<file path="src/rtl/booth_sequencer.sv">
// booth_sequencer: control FSM for a radix-2 Booth multiplier datapath.
// It sequences operand load, WORD_LENGTH evaluate/shift iterations and a
// one-cycle completion pulse, and owns the iteration counter.
module booth_sequencer #(
  parameter int WORD_LENGTH       = 16,
  parameter int NBITS_FOR_COUNTER = $clog2(WORD_LENGTH + 1)
) (
  input  logic                         clk,
  input  logic                         reset,
  input  logic                         start,
  input  logic                         q_lsb,
  input  logic                         q_prev,
  output logic                         load_operands,
  output logic                         add_en,
  output logic                         sub_en,
  output logic                         shift_en,
  output logic                         busy,
  output logic                         done,
  output logic [NBITS_FOR_COUNTER-1:0] iteration
);

  typedef enum logic [2:0] {
    IDLE  = 3'd0,
    LOAD  = 3'd1,
    EVAL  = 3'd2,
    SHIFT = 3'd3,
    DONE  = 3'd4
  } state_t;

  localparam logic [NBITS_FOR_COUNTER-1:0] LAST_ITER = NBITS_FOR_COUNTER'(WORD_LENGTH - 1);
  localparam logic [NBITS_FOR_COUNTER-1:0] ONE       = NBITS_FOR_COUNTER'(1);

  state_t                         state;
  state_t                         state_nxt;
  logic [NBITS_FOR_COUNTER-1:0]   iter_cnt;
  logic [NBITS_FOR_COUNTER-1:0]   iter_cnt_nxt;

  // State and iteration counter registers; reset aborts any operation.
  always_ff @(posedge clk) begin
    if (reset) begin
      state    <= IDLE;
      iter_cnt <= '0;
    end else begin
      state    <= state_nxt;
      iter_cnt <= iter_cnt_nxt;
    end
  end

  // Next-state, counter update and control strobes (add/sub decode is
  // combinational on the Booth pair so the datapath acts in the same cycle).
  always_comb begin
    state_nxt     = state;
    iter_cnt_nxt  = iter_cnt;
    load_operands = 1'b0;
    add_en        = 1'b0;
    sub_en        = 1'b0;
    shift_en      = 1'b0;
    busy          = 1'b1;
    done          = 1'b0;
    unique case (state)
      IDLE: begin
        busy         = 1'b0;
        iter_cnt_nxt = '0;
        if (start) begin
          state_nxt = LOAD;
        end
      end
      LOAD: begin
        load_operands = 1'b1;
        state_nxt     = EVAL;
      end
      EVAL: begin
        add_en    = ~q_lsb &  q_prev;
        sub_en    =  q_lsb & ~q_prev;
        state_nxt = SHIFT;
      end
      SHIFT: begin
        shift_en = 1'b1;
        if (iter_cnt == LAST_ITER) begin
          iter_cnt_nxt = '0;
          state_nxt    = DONE;
        end else begin
          iter_cnt_nxt = iter_cnt + ONE;
          state_nxt    = EVAL;
        end
      end
      DONE: begin
        done      = 1'b1;
        state_nxt = IDLE;
      end
      default: begin
        busy         = 1'b0;
        iter_cnt_nxt = '0;
        state_nxt    = IDLE;
      end
    endcase
  end

  assign iteration = iter_cnt;

endmodule

</file>
<file path="config.mk">
export PLATFORM = sky130hd
export DESIGN_NAME = booth_sequencer
export DESIGN_NICKNAME = d
export VERILOG_FILES = /design/src/rtl/booth_sequencer.sv
export SDC_FILE = /design/constraint.sdc
export NUM_CORES = 1
export LEC_CHECK = 0
export CAP_MARGIN = 20
export CORE_MARGIN = 4
export CORE_UTILIZATION = 35
export DETAILED_ROUTE_END_ITERATION = 8
export PLACE_DENSITY = 0.66
export SYNTH_ARGS = -nofsm -noshare
export SYNTH_HDL_FRONTEND = slang
export SYNTH_SLANG_ARGS = --single-unit
</file>
<file path="constraint.sdc">
create_clock -name clk -period 1.35 [get_ports clk]
set_input_delay 0.27 -clock clk [delete_from_list [all_inputs] [get_ports clk]]
set_output_delay 0.27 -clock clk [all_outputs]
set_load 0.005 [all_outputs]
</file>
== After elaboration in Yosys (flattened, before gate mapping) ==
Cells that the tools add are included.
Widths: inputs -> output; s select.

* Register bits after elaboration: 8
* Bits in latches: 0
* Bits in writable memories: 0
* Memory bits (read-only): 0
* Bits of input ports: 5
* Output and inout port bits: 11
* Memories: 0

* Add/subtract/negate cells: 1
* $mul: 0
* Div/mod/pow operators: 0
* Magnitude comparators: 0
* Eq/ne operators: 6
* Shift-type cells: 0
* Muxes and demuxes: 11
* Bitwise operators: 4
* Reductions and logical operators: 3

{| class="wikitable"
|+ Operators by type and width
! operator !! count
|-
| $pmux 3 s4 || 1
|-
| $pmux 5 s2 || 1
|-
| $eq 3x2->1 const B || 2
|-
| $mux 1 || 6
|-
| $mux 3 || 2
|-
| $add 5x1->5 const B || 1
|-
| $eq 5x4->1 const B || 1
|-
| $mux 5 || 1
|-
| $reduce_or 4->1 || 1
|-
| $eq 3x1->1 const B || 1
|-
| $eq 3x3->1 const B || 1
|-
| $logic_not 3->1 || 1
|-
| $reduce_or 3->1 || 1
|-
| $and 1x1->1 || 2
|-
| $ne 2x2->1 const B || 1
|-
| $not 1->1 || 2
|}

== Longest topological paths before layout ==
Gate-level depths: netlist of the first run.

* Word-level depth: 3
* Mapped depth: 5
* Gate-level depth less buffers: 4

== Worst setup path after synthesis of the first run ==
Ideal clock, no wire load.

* Kind: register to register
* Start point: reg iter_cnt[0], in the netlist iteration[0]
* End point: reg iter_cnt[2], in the netlist iteration[2]
* Setup time: 0.086 ns
* Arrival: 1.256 ns
* Path slack: 0.008 ns
* Stages on the path, launching flop included: 5
* Buffers on the path: 0
* Cells stage by stage: dfxtp_1 > ha_1 > and3_2 > or3_1 > a211oi_1

* Longest elaborated chain between the ends: 3
* Elaborated cells between the ends (all ways): 4
* Classes of those cells: add/sub (1); eq/ne (1); mux (2)

{| class="wikitable"
|+ RTL lines
! what !! RTL line !! source
|-
| start, declared || 35 || <nowiki>logic [NBITS_FOR_COUNTER-1:0] iter_cnt;</nowiki>
|-
| start signal, assigned || 45 || <nowiki>iter_cnt <= iter_cnt_nxt;</nowiki>
|-
| $add 5x1->5 / $eq 5x4->1 (equally long branches) || 83, 79 ||
|-
| $mux 5 * || 79 || <nowiki>if (iter_cnt == LAST_ITER) begin</nowiki>
|-
| $pmux 5 s2 * || 60 || <nowiki>unique case (state)</nowiki>
|}

Mark *: on every way between the ends. The rest lies on a longest branch, timed or not.
A chain may end at the register's enable or synchronous reset.

== Final worst setup path of the first run ==
* Start point: reg state[2]
* End point: out shift_en

* Longest elaborated chain between the ends: 2

{| class="wikitable"
|+ RTL lines
! what !! RTL line !! source
|-
| start, declared || 33 || <nowiki>state_t state;</nowiki>
|-
| start signal, assigned || 44 || <nowiki>state <= state_nxt;</nowiki>
|-
| $eq 3x2->1 || 60 ||
|-
| $mux 1 || 60 ||
|-
| end, declared || 16 || <nowiki>output logic shift_en,</nowiki>
|}

No other way between the ends.

==> results of run 1 <==
[timing repair]
action                                  in CTS  in global routing
pin swaps                                    6                  5
buffers inserted                             4                  2
resized for setup                           49                 11
endpoints found under the hold margin        0                  0
endpoints found under the setup margin      13                  8
[final cells by class]
type / count / area share
clock buffer: 3 / 0.0252
timing repair buffer: 35 / 0.317
sequential: 8 / 0.200
multi-input combinational: 45 / 0.433
inverter: 1 / 0.00420
tap: 15 / 0.0210
[cells in the mapped netlist]
cell type | number | area (µm²)
nor4_1 | 2 | 12.5
nor3b_2 | 1 | 12.5
and3b_2 | 1 | 10.0
o211ai_1 | 1 | 7.51
nor2_1 | 4 | 15.0
mux2_2 | 1 | 11.3
nand3_1 | 2 | 10.0
and3_2 | 1 | 7.51
dfxtp_1 | 8 | 160
a211oi_1 | 2 | 15.0
xor2_1 | 1 | 8.76
nand3b_1 | 1 | 7.51
or4_1 | 1 | 7.51
nor3b_1 | 3 | 22.5
ha_1 | 1 | 12.5
a21oi_1 | 3 | 15.0
nor4bb_1 | 3 | 30.0
a31oi_1 | 3 | 18.8
buf_6 | 1 | 11.3
nand2_1 | 4 | 15.0
inv_1 | 1 | 3.75
nand2_2 | 1 | 6.26
xnor2_1 | 1 | 8.76
nand4b_1 | 2 | 17.5
nand4_1 | 1 | 6.26
buf_4 | 2 | 15.0
o21ai_0 | 2 | 10.0
a41o_1 | 1 | 10.0
or3_1 | 2 | 12.5
buf_2 | 1 | 5.00
[logic make-up after synthesis]
kind of cell               count (synthesis)  share of synthesized area
AOI/OAI and AO/OA                         12                      0.151
buffers and inverters                      5                     0.0693
DFF                                        8                      0.317
and+or+nand+nor                           29                      0.381
muxes                                      1                     0.0223
adders and majority gates                  1                     0.0247
xor gates and xnor gates                   2                     0.0347
[stage by stage]
stage | setup WS [ns] | TNS, ns
2_1_floorplan | 0.00804 | 0
3_3_place_gp | -0.352 | -1.45
3_5_place_dp | -0.378 | -1.55
4_1_cts | -0.0247 | -0.0665
5_1_grt | -0.0873 | -0.379
6_report | -0.0291 | -0.0473
[critical path: stages (launching register included)]
cell and delay, ns:
dfxtp_4 0.39, buf_6 0.13, and3b_2 0.21, buf_2 0.12
[power breakdown]
group	internal [mW]	switching (mW)	total [mW]
clock	0.102	0.0860	0.188
sequential	0.238	0.0148	0.253
combinational	0.0689	0.0486	0.117
total	0.409	0.149	0.558
[sequential cells by signal (all words and copies together), names as in the netlist]
name	count
iteration	5
state	3
[metal layers]
metal,vias to the layer above,global-route usage,part of all wire
met2,18,0.302,0.52
met1,293,0.191,0.42
met3,2,0.0395,0.046
met5,-,0,0
li1,292,-,-
met4,0,0.102,0.014
[worst paths after layout]
path | start | end | slack, ns | cells past startpoint
worst max-delay path | state[2]$_SDFFE_PP0P_ | shift_en | -0.03 | 3
worst max register to register | state[2]$_SDFFE_PP0P_ | iteration[3]$_SDFFE_PP0N_ | -0.01 | 4
worst min register to register | iteration[4]$_SDFFE_PP0N_ | iteration[4]$_SDFFE_PP0N_ | 0.49 | 2
worst min-delay path | iteration[4]$_SDFFE_PP0N_ | iteration[4]$_SDFFE_PP0N_ | 0.49 | 2
==> impl_metrics.json, run 1 <==
{
  "status": "finished with violations",
  "violations": "negative setup slack",
  "worst_slew_pin_slew_ns": 0.398,
  "holdBufCountCts": 0,
  "max_freq_mhz": 725,
  "synth_seq_cells": 8,
  "instances_no_fill": 107,
  "die_h_um": 46.0,
  "drtIter0Drc": 14,
  "cts_tree": "done",
  "hp-class": "reg -> reg",
  "clk_path_buf_depth": 2,
  "period_share": 1.02,
  "ys_types": 30,
  "die_w_um": 46.0,
  "numCtsBuffers": 3,
  "regArea_um2": 179,
  "fin_area_um2": 893,
  "vias": 605,
  "final_common_cell": "buf_4",
  "setup_viol": 4,
  "cts_sinks": 8,
  "core-area_mm2": 0.00133,
  "track_usage": 0.175,
  "ys_seq_area_frac": 0.317,
  "postRouteAntennaNets": 0,
  "crit_path_end_kind": "output pin",
  "place_hpwl_mm": 1.05,
  "place_congestion": 0.734,
  "root_buffer": "clkbuf_4",
  "placed_cell_area_um2": 756,
  "fin_crit_ns": 1.38,
  "rsz0062_at_grt": "true",
  "critical_path_class": "reg -> out",
  "syn-cell-area_um2": 505,
  "crit_path_start_kind": "register",
  "io-pin-count": 16,
  "syn_avg_cell_area_um2": 8.72,
  "rows": 13,
  "clk_pin_slew_ns": 0.06,
  "slew_violations": 0,
  "cap_violations": 0,
  "drc": 0,
  "antenna_cells": 0,
  "postRouteWirelength_mm": 1.66,
  "syn_nets": 64,
  "clock_latency_ns": 0.26,
  "ys_warn_count": 0,
  "fin_nets": 100,
  "hold_viol_final": 0,
  "first_pass_iters": 4,
  "fillerInstances": 113,
  "start_util": 0.379,
  "p_total_mw": 0.558,
  "setup_ws_ns": -0.0291,
  "grt_pass1_wl_mm": 2.57,
  "drive_gt1_frac": 0.576,
  "multi_input_area_um2": 387,
  "cp_max_fo": 6,
  "h-tree-depth": 1,
  "grt_pass1_vias": 568,
  "layout_common_cells": "buf_4, buf_2",
  "port_buffers": 15,
  "p_per_area_mw_per_mm2": 625,
  "final.setup_skew_ns": 0.00785,
  "slew_headroom": 0.731,
  "netlist_instances": 58,
  "synthToLayoutAreaGrowth_pct": 76.7,
  "fin_hold_ws_ns": 0.490,
  "antenna_found_initial": 0,
  "overflow": 0,
  "viasPerCell": 5.65,
  "wl_per_cell_um": 15.6,
  "ir_drop_mv": 0.420,
  "utilization": 0.670,
  "dieArea_mm2": 0.00212,
  "required_ns": 1.08,
  "grt_max_degree": 9,
  "dpl.cell_count": 99,
  "arrival_ns": 1.11,
  "leakagePower_nw": 0.396
}
(Power assumes the default switching activity.)
==> run 2: changes to the inputs <==
Settings changed: CTS_CLUSTER_SIZE set to 10, MAX_ROUTING_LAYER set to met4.
Clock period 1.35 ns to 1.2 ns, I/O delays scaled along.
==> run 2 against run 1 <==
  * The flow still finishes with violations (negative setup slack)
  * Global-route usage up 0.27 points
  * Sequential share of layout area down 1.9 points
  * Critical path depth up 1
  * Via count up 7.3%
  * Clock power up 14%
  * Core utilization up 8.4 points
  * Highest routed layer unchanged
==> impl_metrics.json, run 2 (same netlist as run 1, synthesis figures left out) <==
{
  "status": "finished with violations",
  "violations": "negative setup slack",
  "core-area_mm2": 0.00133,
  "die_h_um": 46.0,
  "start_util": 0.379,
  "vias": 649,
  "power.internal_mw": 0.489,
  "crit_path_end_kind": "register",
  "arrival_ns": 1.54,
  "cts_sinks": 8,
  "required_ns": 1.38,
  "fin_area_mm2": 0.00101,
  "slew_violations": 0,
  "cap_violations": 0,
  "drive_gt1_frac": 0.630,
  "cp_max_fo": 6,
  "grt_util_met2": 0.250,
  "grt_max_degree": 11,
  "hold_viol_final": 0,
  "crit_start": "state[2]$_SDFFE_PP0P_",
  "postRouteWirelength_mm": 1.73,
  "worst_slew_pin_slew_ns": 0.322,
  "path_cells": "buf_6, buf_6, or4_1, a31oi_1",
  "fin_crit_ns": 1.36,
  "slew_headroom": 0.784,
  "grt_pass1_vias": 526,
  "slowest_stage": "or4_1",
  "rsz0062_at_grt": "true",
  "r2r_end": "iteration[3]$_SDFFE_PP0N_",
  "pwr-share-clk": 0.320,
  "root_buffer": "clkbuf_4",
  "rr_worst_depth": 4,
  "ir_drop_mv": 0.535,
  "track_usage": 0.178,
  "crit_end": "iteration[3]$_SDFFE_PP0N_",
  "place_congestion": 0.784,
  "antenna_found_initial": 0,
  "p_per_area_mw_per_mm2": 666,
  "regArea_um2": 183,
  "place_hpwl_mm": 1.05,
  "port_buffers": 15,
  "p_total_mw": 0.670,
  "rrSetupSlack_ns": -0.16,
  "viasPerCell": 5.64,
  "hp-class": "reg -> reg",
  "die_w_um": 46.0,
  "final_common_cell": "buf_4",
  "postRouteAntennaNets": 0,
  "cp_common_cell": "buf_6",
  "use_met1": 0.199,
  "io-pin-count": 16,
  "placed_cell_area_um2": 806,
  "layout_common_cells": "buf_4, buf_6, buf_2",
  "clk_pin_slew_ns": 0.06,
  "grtUsageMet3": 0.0711,
  "leakagePower_nw": 0.425,
  "h-tree-depth": 1,
  "switching_share": 0.270,
  "first_pass_iters": 4,
  "setup_viol": 10,
  "overflow": 0,
  "power_switching_mw": 0.181,
  "period_share": 1.13,
  "multi_input_area_um2": 398,
  "drtIter0Drc": 3,
  "power_frac_seq": 0.419,
  "worstHoldPathCells": 2,
  "drc": 0,
  "cts_tree": "done",
  "slowest_delay_ns": 0.50,
  "rows": 13,
  "largest_reg_flops": 5,
  "final.setup_skew_ns": 0.0129,
  "busiest_layer": "met2",
  "clk_path_buf_depth": 2,
  "fillerInstances": 90,
  "fin_nets": 108,
  "grt_pass1_wl_mm": 2.48,
  "wl_per_cell_um": 15.1,
  "synthToLayoutAreaGrowth_pct": 99.0,
  "clock_latency_ns": 0.26,
  "max_freq_mhz": 737,
  "dieArea_mm2": 0.00212,
  "numCtsBuffers": 3,
  "antenna_cells": 0,
  "critical_path_class": "reg -> reg",
  "place_ws_ns": -0.472,
  "setup_ws_ns": -0.157,
  "crit_path_start_kind": "register",
  "r2r_start": "state[2]$_SDFFE_PP0P_",
  "power.combinational.fraction": 0.261
}
## run 2: cell types whose count changed in the layout (fill, tap and decap cells not counted), moves of 2 or more
| cell | delta |
|---|---|
| buf_6 | +3 |
| buf_12 | +2 |
| buf_4 | +2 |
| nor4_1 | -2 |
| nor4_2 | +2 |
| nor4bb_1 | -2 |
## run 2: power groups by stage
stage                     clock, mW  sequential, mW  combinational [mW]
after floorplan                   0           0.284              0.0649
after global placement            0           0.288               0.143
after detailed placement          0           0.288               0.145
after CTS                     0.219           0.280               0.150
after global routing          0.238           0.282               0.186
final                         0.214           0.281               0.175
## run 2: timing repair
item / CTS / global route
endpoints found under the setup margin: 16 / 15
gates resized for setup: 55 / 12
pin swaps: 6 / 5
setup buffers: 3 / 7
gates cloned: 0 / 0
hold buffers: 0 / 0
## run 2: final cells by class
type                       instances  area share
clock buffer                       3      0.0224
multi-input combinational         45       0.396
timing repair buffer              43       0.378
inverter                           1     0.00373
sequential                         8       0.182
tap                               15      0.0187
## run 2: how the worst min path moves through the flow
stage	startpoint	endpoint	slack [ns]
final	iteration[4]$_SDFFE_PP0N_	iteration[4]$_SDFFE_PP0N_	0.48
after global routing	iteration[4]$_SDFFE_PP0N_	iteration[4]$_SDFFE_PP0N_	0.49
after CTS	iteration[4]$_SDFFE_PP0N_	iteration[4]$_SDFFE_PP0N_	0.48
after detailed placement	iteration[4]$_SDFFE_PP0N_	iteration[4]$_SDFFE_PP0N_	0.48
after global placement	iteration[4]$_SDFFE_PP0N_	iteration[4]$_SDFFE_PP0N_	0.47
after floorplan	reset	iteration[0]$_SDFFE_PP0N_	0.30
## run 2: worst max-delay path, delay by kind of cell, from the launching register on
kind,cells,cell delay (ns)
compound gates,1,0.17
flops,1,0.36
buf+inv,2,0.26
simple gates,1,0.50
## run 2: per-stage QoR
| stage | hold slack, ns | setup TNS (ns) | util | cells |
|---|---|---|---|---|
| final | 0.478 | -1.13 | 0.754 | 115 |
| after global routing | 0.488 | -1.74 | 0.754 | 115 |
| after CTS | 0.477 | -0.997 | 0.665 | 108 |
| after detailed placement | 0.484 | -2.56 | 0.604 | 102 |
| after global placement | 0.474 | -2.47 | 0.604 | 102 |
| after floorplan | 0.302 | -0.0456 | - | 58 |
## run 2: routing by layer
metal  vias up  part of all wire
li1        311                 -
met1       310              0.44
met2        20              0.47
met3         8             0.056
met4         0             0.025
met5         -                 0
==> run 3: changes to the inputs <==
Settings changed: PLACE_DENSITY 0.66 to 0.63.
Clock period 1.2 ns to 1.27 ns, I/O delays scaled along.
==> run 3 against run 2 <==
  * The flow still finishes with violations (negative setup slack)
  * Sequential cell count is the same
  * Largest power group unchanged
  * Non-clock buffer count grew 2
  * Clock power shrank 2%
  * Register-to-register slack gained 0.05 ns
==> impl_metrics.json, run 3 (same netlist as run 1, synthesis figures left out) <==
{
  "critical_path.top_delay_family": "flip-flops",
  "cap_violations": 0,
  "ir_drop_mv": 0.634,
  "slew_violations": 0,
  "cts_tree": "done",
  "final.setup_skew_ns": 0.0112,
  "crit_path_start_kind": "register",
  "utilization": 0.780,
  "drc": 0,
  "dieArea_mm2": 0.00212,
  "largest_reg_flops": 5,
  "cp_common_cell": "buf_6",
  "core-area_mm2": 0.00133,
  "slowest_stage": "dfxtp_4",
  "numCtsBuffers": 3,
  "die_w_um": 46.0,
  "placed_cell_area_um2": 816,
  "track_usage": 0.198,
  "h-tree-depth": 1,
  "cts_sinks": 8,
  "grt_max_degree": 8,
  "required_ns": 1.02,
  "worst_slew_pin_slew_ns": 0.482,
  "drive_gt1_frac": 0.647,
  "clock_latency_ns": 0.26,
  "status": "finished with violations",
  "violations": "negative setup slack",
  "postRouteWirelength_mm": 2.02,
  "r2r_start": "state[0]$_SDFFE_PP0P_",
  "worstHoldPathCells": 2,
  "leakagePower_nw": 0.447,
  "rrSetupSlack_ns": -0.11,
  "p_per_area_mw_per_mm2": 647,
  "viasPerCell": 5.68,
  "arrival_ns": 1.17,
  "setup_viol": 10,
  "vias": 665,
  "dpl.cell_count": 105,
  "crit_path_end_kind": "output pin",
  "worst-path-buf-inv": 3,
  "instances_no_fill": 117,
  "clk_pin_slew_ns": 0.07,
  "hp-class": "reg -> reg",
  "antenna_cells": 0,
  "fin_hold_ws_ns": 0.515,
  "cp_max_fo": 5,
  "root_buffer": "clkbuf_4",
  "first_pass_iters": 4,
  "antenna_found_initial": 0,
  "max_freq_mhz": 703,
  "rsz0062_at_grt": "true",
  "synthToLayoutAreaGrowth_pct": 106,
  "fin_nets": 110,
  "port_buffers": 15,
  "rows": 13,
  "place_ws_ns": -0.445,
  "grt_pass1_wl_mm": 2.83,
  "final_common_cell": "buf_4",
  "path_cells": "buf_6, buf_6, nor3b_4, buf_2",
  "r2r_end": "iteration[0]$_SDFFE_PP0N_",
  "slew_headroom": 0.675,
  "crit_start": "state[2]$_SDFFE_PP0P_",
  "slowest_delay_ns": 0.37,
  "setup_ws_ns": -0.152,
  "wl_per_cell_um": 17.2,
  "grt_pass1_vias": 637,
  "place_hpwl_mm": 1.18,
  "start_util": 0.379,
  "critical_path_class": "reg -> out",
  "cp_num_cells": 4,
  "layout_common_cells": "buf_4, buf_6, dfxtp_4, buf_2",
  "clk_path_buf_depth": 2,
  "fin_area_mm2": 0.00104,
  "fin_crit_ns": 1.42,
  "hold_viol_final": 0,
  "die_h_um": 46.0,
  "crit_end": "done",
  "period_share": 1.12,
  "drtIter0Drc": 20,
  "overflow": 0,
  "io-pin-count": 16,
  "rr_worst_depth": 5,
  "postRouteAntennaNets": 0,
  "place_congestion": 0.800
}
## run 3: cell types whose count changed in the layout (fill, tap and decap cells not counted), moves of 2 or more
| cell | before | now |
|---|---|---|
| nor4_2 | 2 | 0 |
| buf_6 | 7 | 12 |
| buf_12 | 2 | 0 |
| nor4_1 | 0 | 2 |
## run 3: final cells by class
class / instances / area, µm²
multi-input combinational: 45 / 424
timing repair buffer: 45 / 385
fill: 97 / 294
sequential: 8 / 185
clock buffer: 3 / 22.5
tap: 15 / 18.8
inverter: 1 / 3.75
## run 3: per-layer routing
metal	GRT usage	share of wire	up-vias	wire length, µm
met2	0.327	0.49	39	984
met3	0.0593	0.083	10	168
li1	-	-	313	-
met1	0.214	0.39	303	785
met4	0.0909	0.039	0	78
met5	-	0	-	0
## run 3: worst min-delay path by stage
stage | startpoint | end | slack [ns]
3_5_place_dp | iteration[4]$_SDFFE_PP0N_ | iteration[4]$_SDFFE_PP0N_ | 0.49
3_3_place_gp | iteration[4]$_SDFFE_PP0N_ | iteration[4]$_SDFFE_PP0N_ | 0.49
2_1_floorplan | reset | iteration[0]$_SDFFE_PP0N_ | 0.32
5_1_grt | iteration[4]$_SDFFE_PP0N_ | iteration[4]$_SDFFE_PP0N_ | 0.54
6_report | iteration[4]$_SDFFE_PP0N_ | iteration[4]$_SDFFE_PP0N_ | 0.51
4_1_cts | iteration[4]$_SDFFE_PP0N_ | iteration[4]$_SDFFE_PP0N_ | 0.49
## run 3: where the power goes
part	total [mW]	internal, mW	switching [mW]
Sequential	0.266	0.249	0.0169
Combinational	0.197	0.124	0.0721
Clock	0.210	0.109	0.101
Total	0.672	0.482	0.190
## run 3: worst min-delay path, stage by stage, from the launching register on
cell and delay (ns):
dfxtp_2 0.32, nand4b_1 0.10, a21oi_1 0.05
## run 3: through the flow
step,total power [mW],setup TNS (ns)
5_1_grt,0.704,-1.30
2_1_floorplan,0.330,0
3_5_place_dp,0.415,-2.24
6_report,0.672,-0.891
4_1_cts,0.654,-0.734
3_3_place_gp,0.409,-2.04
## run 3: what timing repair did
| action | in CTS | in global routing |
|---|---|---|
| pin swaps | 8 | 11 |
| resized for setup | 60 | 13 |
| setup buffers | 12 | 2 |
| endpoints found under the setup margin | 15 | 12 |
| hold endpoints to repair | 0 | 0 |
| hold buffers | 0 | 0 |
